### src/rtl/bcd_pkg.sv
// rtl/bcd_pkg.sv - shared types and constants for the BCD pulse-width counter
// Purpose: FSM state encoding, BCD digit constants and an all-9s vector helper.
// Ports: none (package).
package bcd_pkg;

  typedef enum logic [1:0] {
    IDLE     = 2'd0,
    MEASURE  = 2'd1,
    WAIT_LOW = 2'd2
  } state_t;

  localparam int         BCD_W   = 4;
  localparam logic [3:0] BCD_MAX = 4'd9;

  // All-9s pattern for the low `digits` decades; callers slice to 4*DIGITS.
  function automatic logic [31:0] bcd_all9(input int digits);
    logic [31:0] v;
    v = '0;
    for (int i = 0; i < 8; i++) begin
      if (i < digits) v[i*BCD_W +: BCD_W] = BCD_MAX;
    end
    return v;
  endfunction

endpackage

### src/rtl/bcd_digit.sv
// rtl/bcd_digit.sv - single BCD decade with carry in/out
// Purpose: one decade of the cascaded BCD counter.
// Ports:
//   clk      in   clock
//   reset    in   synchronous active-high reset
//   clr_cnt  in   treat the current value as 0 for this edge (clear / new pulse)
//   cin      in   increment request from the lower decade
//   q        out  current digit value
//   q_next   out  value the digit takes at the next edge
//   cout     out  carry to the upper decade
module bcd_digit
  import bcd_pkg::*;
(
  input  logic       clk,
  input  logic       reset,
  input  logic       clr_cnt,
  input  logic       cin,
  output logic [3:0] q,
  output logic [3:0] q_next,
  output logic       cout
);

  logic [3:0] r_q;
  logic [3:0] w_q_eff;

  // A clear on the same edge as an increment counts from zero, so a new
  // pulse's first count edge lands directly on 1.
  assign w_q_eff = clr_cnt ? 4'd0 : r_q;
  assign cout    = cin & (w_q_eff == BCD_MAX);

  always_comb begin
    q_next = w_q_eff;
    if (cin) q_next = (w_q_eff == BCD_MAX) ? 4'd0 : w_q_eff + 4'd1;
  end

  always_ff @(posedge clk) begin
    if (reset) r_q <= 4'd0;
    else       r_q <= q_next;
  end

  assign q = r_q;

endmodule

### src/rtl/bcd_pulse_counter.sv
// rtl/bcd_pulse_counter.sv - BCD pulse-width counter for the echo path
// Purpose: measures how long ena stays high in PRESCALE-cycle units using
// DIGITS BCD decades; latches the count on pulse end (or TIMEOUT) and strobes valid.
// Ports:
//   clk       in   system clock
//   reset     in   synchronous active-high reset
//   ena       in   echo level, already synchronised to clk
//   clr       in   synchronous clear, abandons any measurement
//   count     out  live BCD count, digit k at [4k+3:4k]
//   result    out  BCD value latched at end of last measurement
//   valid     out  one-cycle strobe when result updates
//   overflow  out  last latched result overflowed
//   timeout   out  last latched result was forced by TIMEOUT
//   busy      out  high while the FSM is not IDLE
module bcd_pulse_counter
  import bcd_pkg::*;
#(
  parameter int DIGITS   = 3,
  parameter int PRESCALE = 1,
  parameter int SATURATE = 1,
  parameter int TIMEOUT  = 0
) (
  input  logic                clk,
  input  logic                reset,
  input  logic                ena,
  input  logic                clr,
  output logic [4*DIGITS-1:0] count,
  output logic [4*DIGITS-1:0] result,
  output logic                valid,
  output logic                overflow,
  output logic                timeout,
  output logic                busy
);

  localparam int W  = BCD_W * DIGITS;
  localparam int PW = (PRESCALE > 1) ? $clog2(PRESCALE) : 1;
  localparam int RW = (TIMEOUT > 0) ? $clog2(TIMEOUT + 1) : 1;

  localparam logic [31:0]   ALL9_FULL = bcd_all9(DIGITS);
  localparam logic [W-1:0]  ALL9      = ALL9_FULL[W-1:0];
  localparam logic [PW-1:0] PRE_LAST  = PW'(PRESCALE - 1);
  localparam logic [RW-1:0] RAW_MAX   = RW'(TIMEOUT);

  state_t        r_state;
  logic          r_ena_q;
  logic [PW-1:0] r_pre;
  logic [RW-1:0] r_raw;
  logic          r_ovf_int;
  logic [W-1:0]  r_result;
  logic          r_valid;
  logic          r_overflow;
  logic          r_timeout;

  logic          w_rise;
  logic          w_fall;
  logic          w_start;
  logic          w_count_en;
  logic [PW-1:0] w_pre_eff;
  logic          w_tick;
  logic          w_count_all9;
  logic          w_sat_block;
  logic          w_ovf_evt;
  logic          w_ovf_next;
  logic [RW-1:0] w_raw_eff;
  logic [RW-1:0] w_raw_next;
  logic          w_to_hit;
  logic          w_clr_cnt;
  logic [W-1:0]  w_count;
  logic [W-1:0]  w_count_next;
  logic [DIGITS:0] w_carry;

  assign w_rise = ena & ~r_ena_q;
  assign w_fall = ~ena & r_ena_q;

  // clr has priority over the FSM, so it also suppresses a rise on its edge.
  assign w_start    = (r_state == IDLE) & w_rise & ~clr;
  assign w_count_en = ~clr & (w_start | ((r_state == MEASURE) & ena));

  // Prescaler and raw counter restart from zero on the rise edge.
  assign w_pre_eff = w_start ? '0 : r_pre;
  assign w_tick    = w_count_en & (w_pre_eff == PRE_LAST);

  assign w_raw_eff  = w_start ? '0 : r_raw;
  assign w_raw_next = (w_raw_eff == RAW_MAX) ? w_raw_eff : w_raw_eff + 1'b1;
  assign w_to_hit   = (TIMEOUT != 0) & w_count_en & (w_raw_next == RAW_MAX);

  // In saturating mode the increment is blocked at all-9s instead of letting
  // the chain wrap; in wrap mode the top carry itself flags the overflow.
  assign w_count_all9 = ~w_start & (w_count == ALL9);
  assign w_sat_block  = (SATURATE != 0) & w_tick & w_count_all9;
  assign w_carry[0]   = w_tick & ~w_sat_block;
  assign w_ovf_evt    = w_sat_block | w_carry[DIGITS];
  assign w_ovf_next   = (w_start ? 1'b0 : r_ovf_int) | w_ovf_evt;

  assign w_clr_cnt = clr | w_start;

  genvar k;
  generate
    for (k = 0; k < DIGITS; k++) begin : g_digit
      bcd_digit u_digit (
        .clk     (clk),
        .reset   (reset),
        .clr_cnt (w_clr_cnt),
        .cin     (w_carry[k]),
        .q       (w_count[k*BCD_W +: BCD_W]),
        .q_next  (w_count_next[k*BCD_W +: BCD_W]),
        .cout    (w_carry[k+1])
      );
    end
  endgenerate

  always_ff @(posedge clk) begin
    if (reset) begin
      r_state    <= IDLE;
      r_ena_q    <= 1'b1;
      r_pre      <= '0;
      r_raw      <= '0;
      r_ovf_int  <= 1'b0;
      r_result   <= '0;
      r_valid    <= 1'b0;
      r_overflow <= 1'b0;
      r_timeout  <= 1'b0;
    end else begin
      r_ena_q <= ena;
      if (clr) begin
        r_state <= IDLE;
        r_pre   <= '0;
        r_raw   <= '0;
        r_valid <= 1'b0;
      end else begin
        r_valid <= 1'b0;
        if (w_count_en) begin
          r_pre     <= w_tick ? '0 : w_pre_eff + 1'b1;
          r_raw     <= w_raw_next;
          r_ovf_int <= w_ovf_next;
        end
        case (r_state)
          IDLE, MEASURE: begin
            if (r_state == MEASURE && w_fall) begin
              r_result   <= w_count;
              r_overflow <= r_ovf_int;
              r_timeout  <= 1'b0;
              r_valid    <= 1'b1;
              r_state    <= IDLE;
            end else if (w_to_hit) begin
              // Forced latch includes this edge's increment.
              r_result   <= w_count_next;
              r_overflow <= w_ovf_next;
              r_timeout  <= 1'b1;
              r_valid    <= 1'b1;
              r_state    <= WAIT_LOW;
            end else if (w_start) begin
              r_state <= MEASURE;
            end
          end
          WAIT_LOW: begin
            if (w_fall) r_state <= IDLE;
          end
          default: r_state <= IDLE;
        endcase
      end
    end
  end

  assign count    = w_count;
  assign result   = r_result;
  assign valid    = r_valid;
  assign overflow = r_overflow;
  assign timeout  = r_timeout;
  assign busy     = (r_state != IDLE);

endmodule
### config.mk
export PLATFORM = sky130hd
export DESIGN_NAME = bcd_pulse_counter
export DESIGN_NICKNAME = d
export VERILOG_FILES = /design/src/rtl/bcd_pkg.sv /design/src/rtl/bcd_digit.sv /design/src/rtl/bcd_pulse_counter.sv
export SDC_FILE = /design/constraint.sdc
export NUM_CORES = 1
export LEC_CHECK = 0
export CAP_MARGIN = 15
export CORE_MARGIN = 4
export CORE_UTILIZATION = 43
export CTS_BUF_LIST = sky130_fd_sc_hd__clkbuf_16
export CTS_CLUSTER_DIAMETER = 200
export DETAILED_ROUTE_END_ITERATION = 16
export PLACE_DENSITY = 0.81
export SYNTH_ARGS = -nofsm -noshare
export SYNTH_HDL_FRONTEND = slang
export SYNTH_SLANG_ARGS = --single-unit
### constraint.sdc
create_clock -name clk -period 3.9 [get_ports clk]
set_clock_uncertainty 0.2 [all_clocks]
set_input_delay 0.975 -clock clk [delete_from_list [all_inputs] [get_ports clk]]
set_output_delay 0.975 -clock clk [all_outputs]
set_load 0.02 [all_outputs]
==> impl_metrics.yaml, run 1 <==
drt:
  viasPerCell: 5.37
  ant_nets: 0
  wire_per_inst_um: 13.7
  vias: 1252
  drt-initial-drc-count: 53
  firstDrtPassIters: 4
  route.detailed.drc: 0
  detail_route.wirelength_um: 3180
sta:
  drv_slew: 0
  layout_setup_ws_ps: 1070
  fin_crit_ps: 2830
  holdWs_ps: 251
  finalCritPeriodShare: 0.726
  setup_viol: 0
  rsz0062_at_grt: "false"
  worst_pin_slew_ps: 696
  max_freq_mhz: 353
  relSlewSlack: 0.534
  finalHoldViolations: 0
  tns_ps: 0
floorplan:
  rows: 20
  coreArea_mm2: 0.00303
  die_x_um: 64.1
  die_y_um: 64.1
  dieArea_mm2: 0.00411
  io_pins: 32
  initial_core_util: 0.447
power:
  swShare: 0.208
  power_switching_mw: 0.144
  pwr-share-clk: 0.512
  power_density_mw_per_mm2: 382
  seqPwrFrac: 0.449
  p_leak_nw: 0.594
  peakVddDrop_mv: 0.229
  power_frac_comb: 0.038
  internal_power_mw: 0.547
place:
  portBuffers: 30
  dp_hpwl_um: 2180
  gp_congestion: 0.901
  place_ws_ps: 851
synth:
  async_flop_share: 0
  synth_top_cells_by_area: "dfxtp_1 (44%), nand2_1 (8.0%), a21oi_1 (7.8%), nand3_1 (2.6%), nor2_1 (2.5%)"
  ys_ff_latch: 30
  netlist_area_mm2: 0.00135
  synth_top_area_share: 0.444
  synth.most_common_cell: "dfxtp_1"
  syn_avg_cell_area_um2: 8.57
  syn_nets: 162
  ys_types: 43
  synth-edff-count: 0
  yosys_warnings: 0
  synth_common_cells: "dfxtp_1 (30), nand2_1 (29), a21oi_1 (21)"
  syn_inst: 158
  synthFlopType: "dfxtp_1"
  ys_seq_area_frac: 0.444
  synth_top_area_cell: "dfxtp_1"
clocking:
  ctsHoldBuffers: 0
  numCtsBuffers: 5
  cts_buffer_depth: 2
  clk_pin_slew_ps: 50
  cts_resized: 0
  tritoncts: "built"
  post_cts_buffers: 0
  cts_root_buffer: "clkbuf_16"
  cts_max_level: 2
  clock_sinks: 30
  clk_latency_ps: 270
worst_setup_path:
  crit_type: "primary input to register"
  arrival_ps: 2830
  cp-start-kind: "primary input"
  critPathTopFamily: "buffers and inverters"
  crit_path_start: "clr"
  required_ps: 3900
  cp_slowest_stage_delay_ps: 720
  path_buf_inv: 1
  crit_chain: "clkdlybuf4s50_1, and4bb_2, and4_4, a2111o_1, a21oi_1"
  r2r_start: "r_ena_q"
  worstPathMaxFanout: 13
  critPathSlowestCell: "clkdlybuf4s50_1"
  cp-end-kind: "register"
global_routing:
  use_met1: 0.199
  grt_pass1_wl_um: 5260
  grt_most_used_layer: "met2"
  gr-usage-met2: 0.266
  use_met3: 0.0685
  overflow: 0
  first_global_vias: 1184
  antenna_found_initial: 0
  grt_use_total: 0.171
  grt_max_degree: 21
cells_and_area:
  diodes: 0
  nets: 192
  drive_gt1_frac: 0.0794
  syn_to_final_growth_pct: 33.8
outcome:
  status: "complete, no violations"
job:
  maxCapViolCount: 0
min_path:
  hold_path.class: "register to register"
  min-delay-start: "result[4]"
-- routing by layer --
| layer | up-vias | routed length [um] | share of wire |
|---|---|---|---|
| met5 | - | 0 | 0 |
| met4 | 0 | 63 | 0.020 |
| met3 | 9 | 200 | 0.063 |
| met2 | 46 | 1540 | 0.48 |
| met1 | 577 | 1380 | 0.43 |
| li1 | 620 | - | - |
-- through the flow --
| stage | cells | power, mW | instance area (um2) | util |
|---|---|---|---|---|
| after floorplan | 158 | 0.335 | 1350 | - |
| after global placement | 225 | 0.342 | 1670 | 0.553 |
| after detailed placement | 225 | 0.343 | 1670 | 0.553 |
| after CTS | 233 | 0.700 | 1810 | 0.598 |
| after global routing | 233 | 0.723 | 1810 | 0.598 |
| final | 233 | 0.692 | 1810 | 0.598 |
-- registers in the layout, indices dropped and copies added, names as in the netlist --
register           flops
g_digit.u_digit.q     12
result                12
overflow               1
r_ena_q                1
r_ovf_int              1
r_pre                  1
r_state                1
valid                  1
-- final timing paths --
path,cells after the start,end,slack (ps)
worst min-delay path,2,result[4],250
worst max register to register,4,result[5],2080
worst max-delay path,5,g_digit[2].u_digit.q[2],1070
worst min register to register,2,result[4],250
-- kinds of logic after synthesis --
group                      count (synthesis)  synth area share
muxes                                      1           0.00739
buffers and inverters                     13            0.0480
other                                      1           0.00277
adders and majority gates                  1           0.00739
AOI/OAI and AO/OA                         32             0.144
DFF                                       30             0.444
and+or+nand+nor                           77             0.327
xor gates and xnor gates                   3            0.0194
-- cells in the final DEF, fill, tap and decap left out, drive strengths merged, types with 3 or more instances in the layout --
master and instances:
dfxtp 30, clkdlybuf4s50 30, nand2 29, a21oi 21, nor2 9, nand3 7, nand4 5, clkbuf 5
inv 5, nor3 4, nand4bb 3, and4bb 3
-- worst register-to-register path, delay by kind of cell (launching register included) --
kind                   cells  cell delay [ps]
buffers and inverters      1               80
AOI/OAI and AO/OA          1               80
DFF                        1              410
and+or+nand+nor            2              890
-- area by class of cell --
cell class,instances,area [um2]
Multi-Input combinational cell,115,688
Tap cell,44,55.1
Inverter,4,15.0
Clock inverter,3,12.5
Timing Repair Buffer,32,315
Sequential cell,30,601
Fill cell,277,1220
Clock buffer,5,125
-- power by group through the flow --
stage	sequential [mW]	clock [mW]	combinational (mW)
after floorplan	0.317	0	0.0180
after global placement	0.317	0	0.0252
after detailed placement	0.317	0	0.0259
after CTS	0.311	0.363	0.0261
after global routing	0.310	0.384	0.0288
final	0.311	0.354	0.0265
No activity file was read; power rests on OpenSTA's default activity.
==> run 2: changes to the inputs <==
--- a/config.mk
+++ b/config.mk
@@ -11,7 +11,7 @@
 export CTS_BUF_LIST = sky130_fd_sc_hd__clkbuf_16
 export CTS_CLUSTER_DIAMETER = 200
 export DETAILED_ROUTE_END_ITERATION = 16
-export PLACE_DENSITY = 0.81
+export PLACE_DENSITY = 0.83
 export SYNTH_ARGS = -nofsm -noshare
 export SYNTH_HDL_FRONTEND = slang
 export SYNTH_SLANG_ARGS = --single-unit
==> constraint.sdc (replaced) <==
create_clock -name clk -period 2.3 [get_ports clk]
set_clock_uncertainty 0.2 [all_clocks]
set_input_delay 0.575 -clock clk [delete_from_list [all_inputs] [get_ports clk]]
set_output_delay 0.575 -clock clk [all_outputs]
set_load 0.02 [all_outputs]
==> run 2 against run 1 <==
  * Setup slack got worse by 950 ps
  * Critical path depth shrank 4
  * Final cell count increased by 3.9%
  * Routed wire length up 9.9%
  * Clock power up 110%
  * Die area stayed put
  * Power increased by 89%
  * Largest cell class unchanged
  * Sequential share of layout area down 1.7 points
  * First-iteration DRC count rose by 28%
  * Non-clock buffer count up 9
  * Register-to-register slack worse by 1500 ps
  * Global-route usage grew 0.84 points
  * Critical path type is now register to output port
==> impl_metrics.yaml, run 2 (synthesis results as in run 1) <==
worst_setup_path:
  path_buf_inv: 1
  arrival_ps: 1410
  cp-start-kind: "register"
  cp_num_cells: 1
  required_ps: 1520
  critPathTopFamily: "buffers and inverters"
  crit_path_start: "g_digit[1].u_digit.q[0]"
  cp-end-kind: "output port"
  cp_slowest_stage_delay_ps: 660
  crit_type: "register to output port"
  crit_chain: "clkdlybuf4s50_1"
  critPathSlowestCell: "clkdlybuf4s50_1"
  r2r_start: "g_digit[1].u_digit.q[1]"
  r2r_slack_ps: 540
  worstPathMaxFanout: 8
  reg2reg_depth: 5
  r2r-end: "g_digit[2].u_digit.q[2]"
cells_and_area:
  diodes: 0
  drive_gt1_frac: 0.131
  nFillCells: 242
  multi_input_area_um2: 688
  fin_area_mm2: 0.00191
  syn_to_final_growth_pct: 40.9
  seq_area_um2: 601
  stdcell_count: 242
  final_cell_mix: "dfxtp_1 (30), clkdlybuf4s50_1 (30), nand2_1 (29)"
  nets: 201
sta:
  rsz0062_at_grt: "false"
  layout_setup_ws_ps: 116
  max_freq_mhz: 458
  relSlewSlack: 0.618
  worst_pin_slew_ps: 571
  finalHoldViolations: 0
  drv_slew: 0
  tns_ps: 0
  finalCritPeriodShare: 0.949
  fin_crit_ps: 2180
  setup_viol: 0
drt:
  vias: 1329
  firstDrtPassIters: 4
  ant_nets: 0
  viasPerCell: 5.49
  drt-initial-drc-count: 68
  route.detailed.drc: 0
  wire_per_inst_um: 14.4
  detail_route.wirelength_um: 3500
power:
  p_leak_nw: 0.651
  power_density_mw_per_mm2: 686
  peakVddDrop_mv: 0.423
floorplan:
  rows: 20
  dieArea_mm2: 0.00411
  initial_core_util: 0.447
  io_pins: 32
  die_x_um: 64.1
  coreArea_mm2: 0.00303
  die_y_um: 64.1
global_routing:
  grt_use_total: 0.179
  grt_max_degree: 20
  overflow: 0
  grt_pass1_wl_um: 5610
  first_global_vias: 1240
  antenna_found_initial: 0
min_path:
  min-delay-start: "overflow"
  hold_path.class: "register to register"
  hold-path-endpoint: "overflow"
  whs_path_depth: 2
job:
  maxCapViolCount: 0
place:
  portBuffers: 30
  place_area_mm2: 0.00174
  placed_cells: 234
  dp_hpwl_um: 2430
  place_ws_ps: -72.1
  gp_congestion: 0.899
clocking:
  clk_latency_ps: 270
  ctsHoldBuffers: 0
  clk_pin_slew_ps: 50
  cts_resized: 0
  tritoncts: "built"
  cts_buffer_depth: 2
  post_cts_buffers: 0
  clock_sinks: 30
  cts_max_level: 2
  numCtsBuffers: 5
  cts_root_buffer: "clkbuf_16"
outcome:
  status: "complete, no violations"
-- run 2: changes by cell type in the layout (fill, tap and decap cells not counted) --
| cell | change |
|---|---|
| buf_4 | +9 |
| inv_1 | -1 |
| clkinv_2 | +1 |
| clkinv_1 | -1 |
| bufinv_16 | +1 |
-- run 2: worst max-delay path by stage --
stage,to,slack [ps]
floorplan,g_digit[1].u_digit.q[3],480
global placement,g_digit[2].u_digit.q[2],-2
detailed placement,g_digit[2].u_digit.q[2],-70
CTS,count[4],120
global route,count[4],70
finish,count[4],120
-- run 2: area by class of cell --
class,count,area share
sequential,30,0.315
multi-input combinational,115,0.361
tap,44,0.0289
timing repair buffer,41,0.201
inverter,4,0.00787
clock inverter,3,0.0210
clock buffer,5,0.0656
-- run 2: stage by stage --
stage          utilization  hold WS, ps  total power, mW
3_5_place_dp         0.575          246            0.589
5_1_grt              0.630          277             1.34
6_report             0.630          253             1.31
3_3_place_gp         0.575          242            0.586
4_1_cts              0.630          253             1.31
2_1_floorplan            -          232            0.568
-- run 2: worst min-delay path, cell delays in order (launching register included) --
cell	delay [ps]
dfxtp_1	300
nand2_1	50
a21oi_1	50
-- run 2: power by group --
group,internal (mW),switching [mW]
combinational,0.0219,0.0316
sequential,0.523,0.00374
clock,0.505,0.222
total,1.05,0.258
-- run 2: routing by layer --
metal	wire, um	GRT usage	up-vias
met5	0	0	-
met4	99	0.113	0
met3	273	0.0580	8
met2	1660	0.298	65
met1	1460	0.196	625
li1	-	-	631
==> run 3: changes to the inputs <==
--- a/config.mk
+++ b/config.mk
@@ -6,7 +6,6 @@
 export NUM_CORES = 1
 export LEC_CHECK = 0
 export CAP_MARGIN = 15
-export CORE_MARGIN = 4
 export CORE_UTILIZATION = 43
 export CTS_BUF_LIST = sky130_fd_sc_hd__clkbuf_16
 export CTS_CLUSTER_DIAMETER = 200
==> run 3 against run 2 <==
  * Setup slack improved by 21 ps
  * Global-route usage increased by 2.8 points
  * Combinational power increased by 0.9%
  * Power decreased by 9.7%
  * Largest power group unchanged
  * Die area decreased by 18%
  * Largest cell class unchanged
  * Routed wire length decreased by 7.3%
==> impl_metrics.yaml, run 3 (synthesis results as in run 1) <==
drt:
  drt-initial-drc-count: 66
  firstDrtPassIters: 4
  route.detailed.drc: 0
  wire_per_inst_um: 13.5
  vias: 1291
  viasPerCell: 5.38
  ant_nets: 0
  detail_route.wirelength_um: 3240
worst_setup_path:
  crit_end: "count[4]"
  required_ps: 1520
  crit_type: "register to output port"
  r2r_start: "g_digit[1].u_digit.q[1]"
  crit_chain: "clkdlybuf4s50_1"
  r2r_slack_ps: 560
  r2r-end: "g_digit[2].u_digit.q[2]"
  crit_path_start: "g_digit[1].u_digit.q[0]"
  path_buf_inv: 1
  cp-end-kind: "output port"
  cp-start-kind: "register"
  arrival_ps: 1390
  reg2reg_depth: 4
  cp_slowest_stage_delay_ps: 660
  worstPathMaxFanout: 8
  critPathTopFamily: "buffers and inverters"
  critPathSlowestCell: "clkdlybuf4s50_1"
  cp_num_cells: 1
clocking:
  cts_root_buffer: "clkbuf_16"
  tritoncts: "built"
  post_cts_buffers: 0
  clock_sinks: 30
  cts_resized: 0
  numCtsBuffers: 5
  clk_pin_slew_ps: 50
  ctsHoldBuffers: 0
  clk_latency_ps: 270
  cts_max_level: 2
  cts_buffer_depth: 2
cells_and_area:
  nets: 201
  fin_area_mm2: 0.00188
  syn_to_final_growth_pct: 38.6
  finish.utilization: 0.652
  nFillCells: 238
  final_cell_mix: "dfxtp_1 (30), clkdlybuf4s50_1 (30), nand2_1 (29)"
  drive_gt1_frac: 0.121
  diodes: 0
min_path:
  hold_path.class: "register to register"
power:
  power_density_mw_per_mm2: 629
  p_leak_nw: 0.639
  peakVddDrop_mv: 0.385
  p_total_mw: 1.18
outcome:
  status: "complete, no violations"
global_routing:
  grt_use_total: 0.208
  grt_pass1_wl_um: 5150
  antenna_found_initial: 0
  first_global_vias: 1129
  overflow: 0
  grt_max_degree: 15
place:
  portBuffers: 30
  dp_hpwl_um: 2350
  place_ws_ps: -68.8
  place_area_mm2: 0.00174
  gp_congestion: 0.838
floorplan:
  io_pins: 32
  die_x_um: 58.1
  initial_core_util: 0.471
  rows: 19
  die_y_um: 58.1
  dieArea_mm2: 0.00338
  coreArea_mm2: 0.00288
sta:
  finalCritPeriodShare: 0.940
  holdWs_ps: 252
  rsz0062_at_grt: "false"
  drv_slew: 0
  fin_crit_ps: 2160
  worst_pin_slew_ps: 551
  max_freq_mhz: 462
  finalHoldViolations: 0
  setup_viol: 0
  layout_setup_ws_ps: 137
  relSlewSlack: 0.632
job:
  maxCapViolCount: 0
run 3: cell count changes in the layout (fill, tap and decap cells not counted):
cell	before	now
clkinv_1	0	1
bufinv_16	1	0
inv_1	3	4
clkinv_2	2	1
run 3: layout make-up:
class	count	area [um2]	area share
inverters	4	15.0	0.00800
clock buffers	5	125	0.0667
clock inverters	3	12.5	0.00667
multi-input cells	115	688	0.367
well taps	42	52.6	0.0280
repair buffers	41	383	0.204
flip-flops and latches	30	601	0.320
run 3: power breakdown:
part | leakage, nW | internal (mW) | switching [mW]
clock | 0.0724 | 0.389 | 0.211
sequential | 0.242 | 0.523 | 0.00345
combinational | 0.324 | 0.0228 | 0.0312
total | 0.639 | 0.935 | 0.246
run 3: layer usage:
| metal | global-route usage | vias to the layer above | routed length (um) |
|---|---|---|---|
| met5 | 0 | - | 0 |
| met4 | 0.0986 | 0 | 88 |
| li1 | - | 636 | - |
| met2 | 0.330 | 52 | 1540 |
| met1 | 0.250 | 592 | 1390 |
| met3 | 0.0737 | 11 | 224 |
run 3: worst min path at each step:
stage	start	endpoint	slack [ps]	depth (start not counted)
2_1_floorplan	r_ovf_int	overflow	230	2
3_3_place_gp	result[11]	result[11]	240	2
3_5_place_dp	result[8]	result[8]	250	2
4_1_cts	result[8]	result[8]	250	2
5_1_grt	overflow	overflow	280	2
6_report	result[8]	result[8]	250	2
run 3: metrics by stage:
step | std cells | TNS [ps]
6_report | 240 | 0
5_1_grt | 240 | 0
4_1_cts | 240 | 0
3_5_place_dp | 232 | -339
3_3_place_gp | 232 | 0
2_1_floorplan | 158 | 0
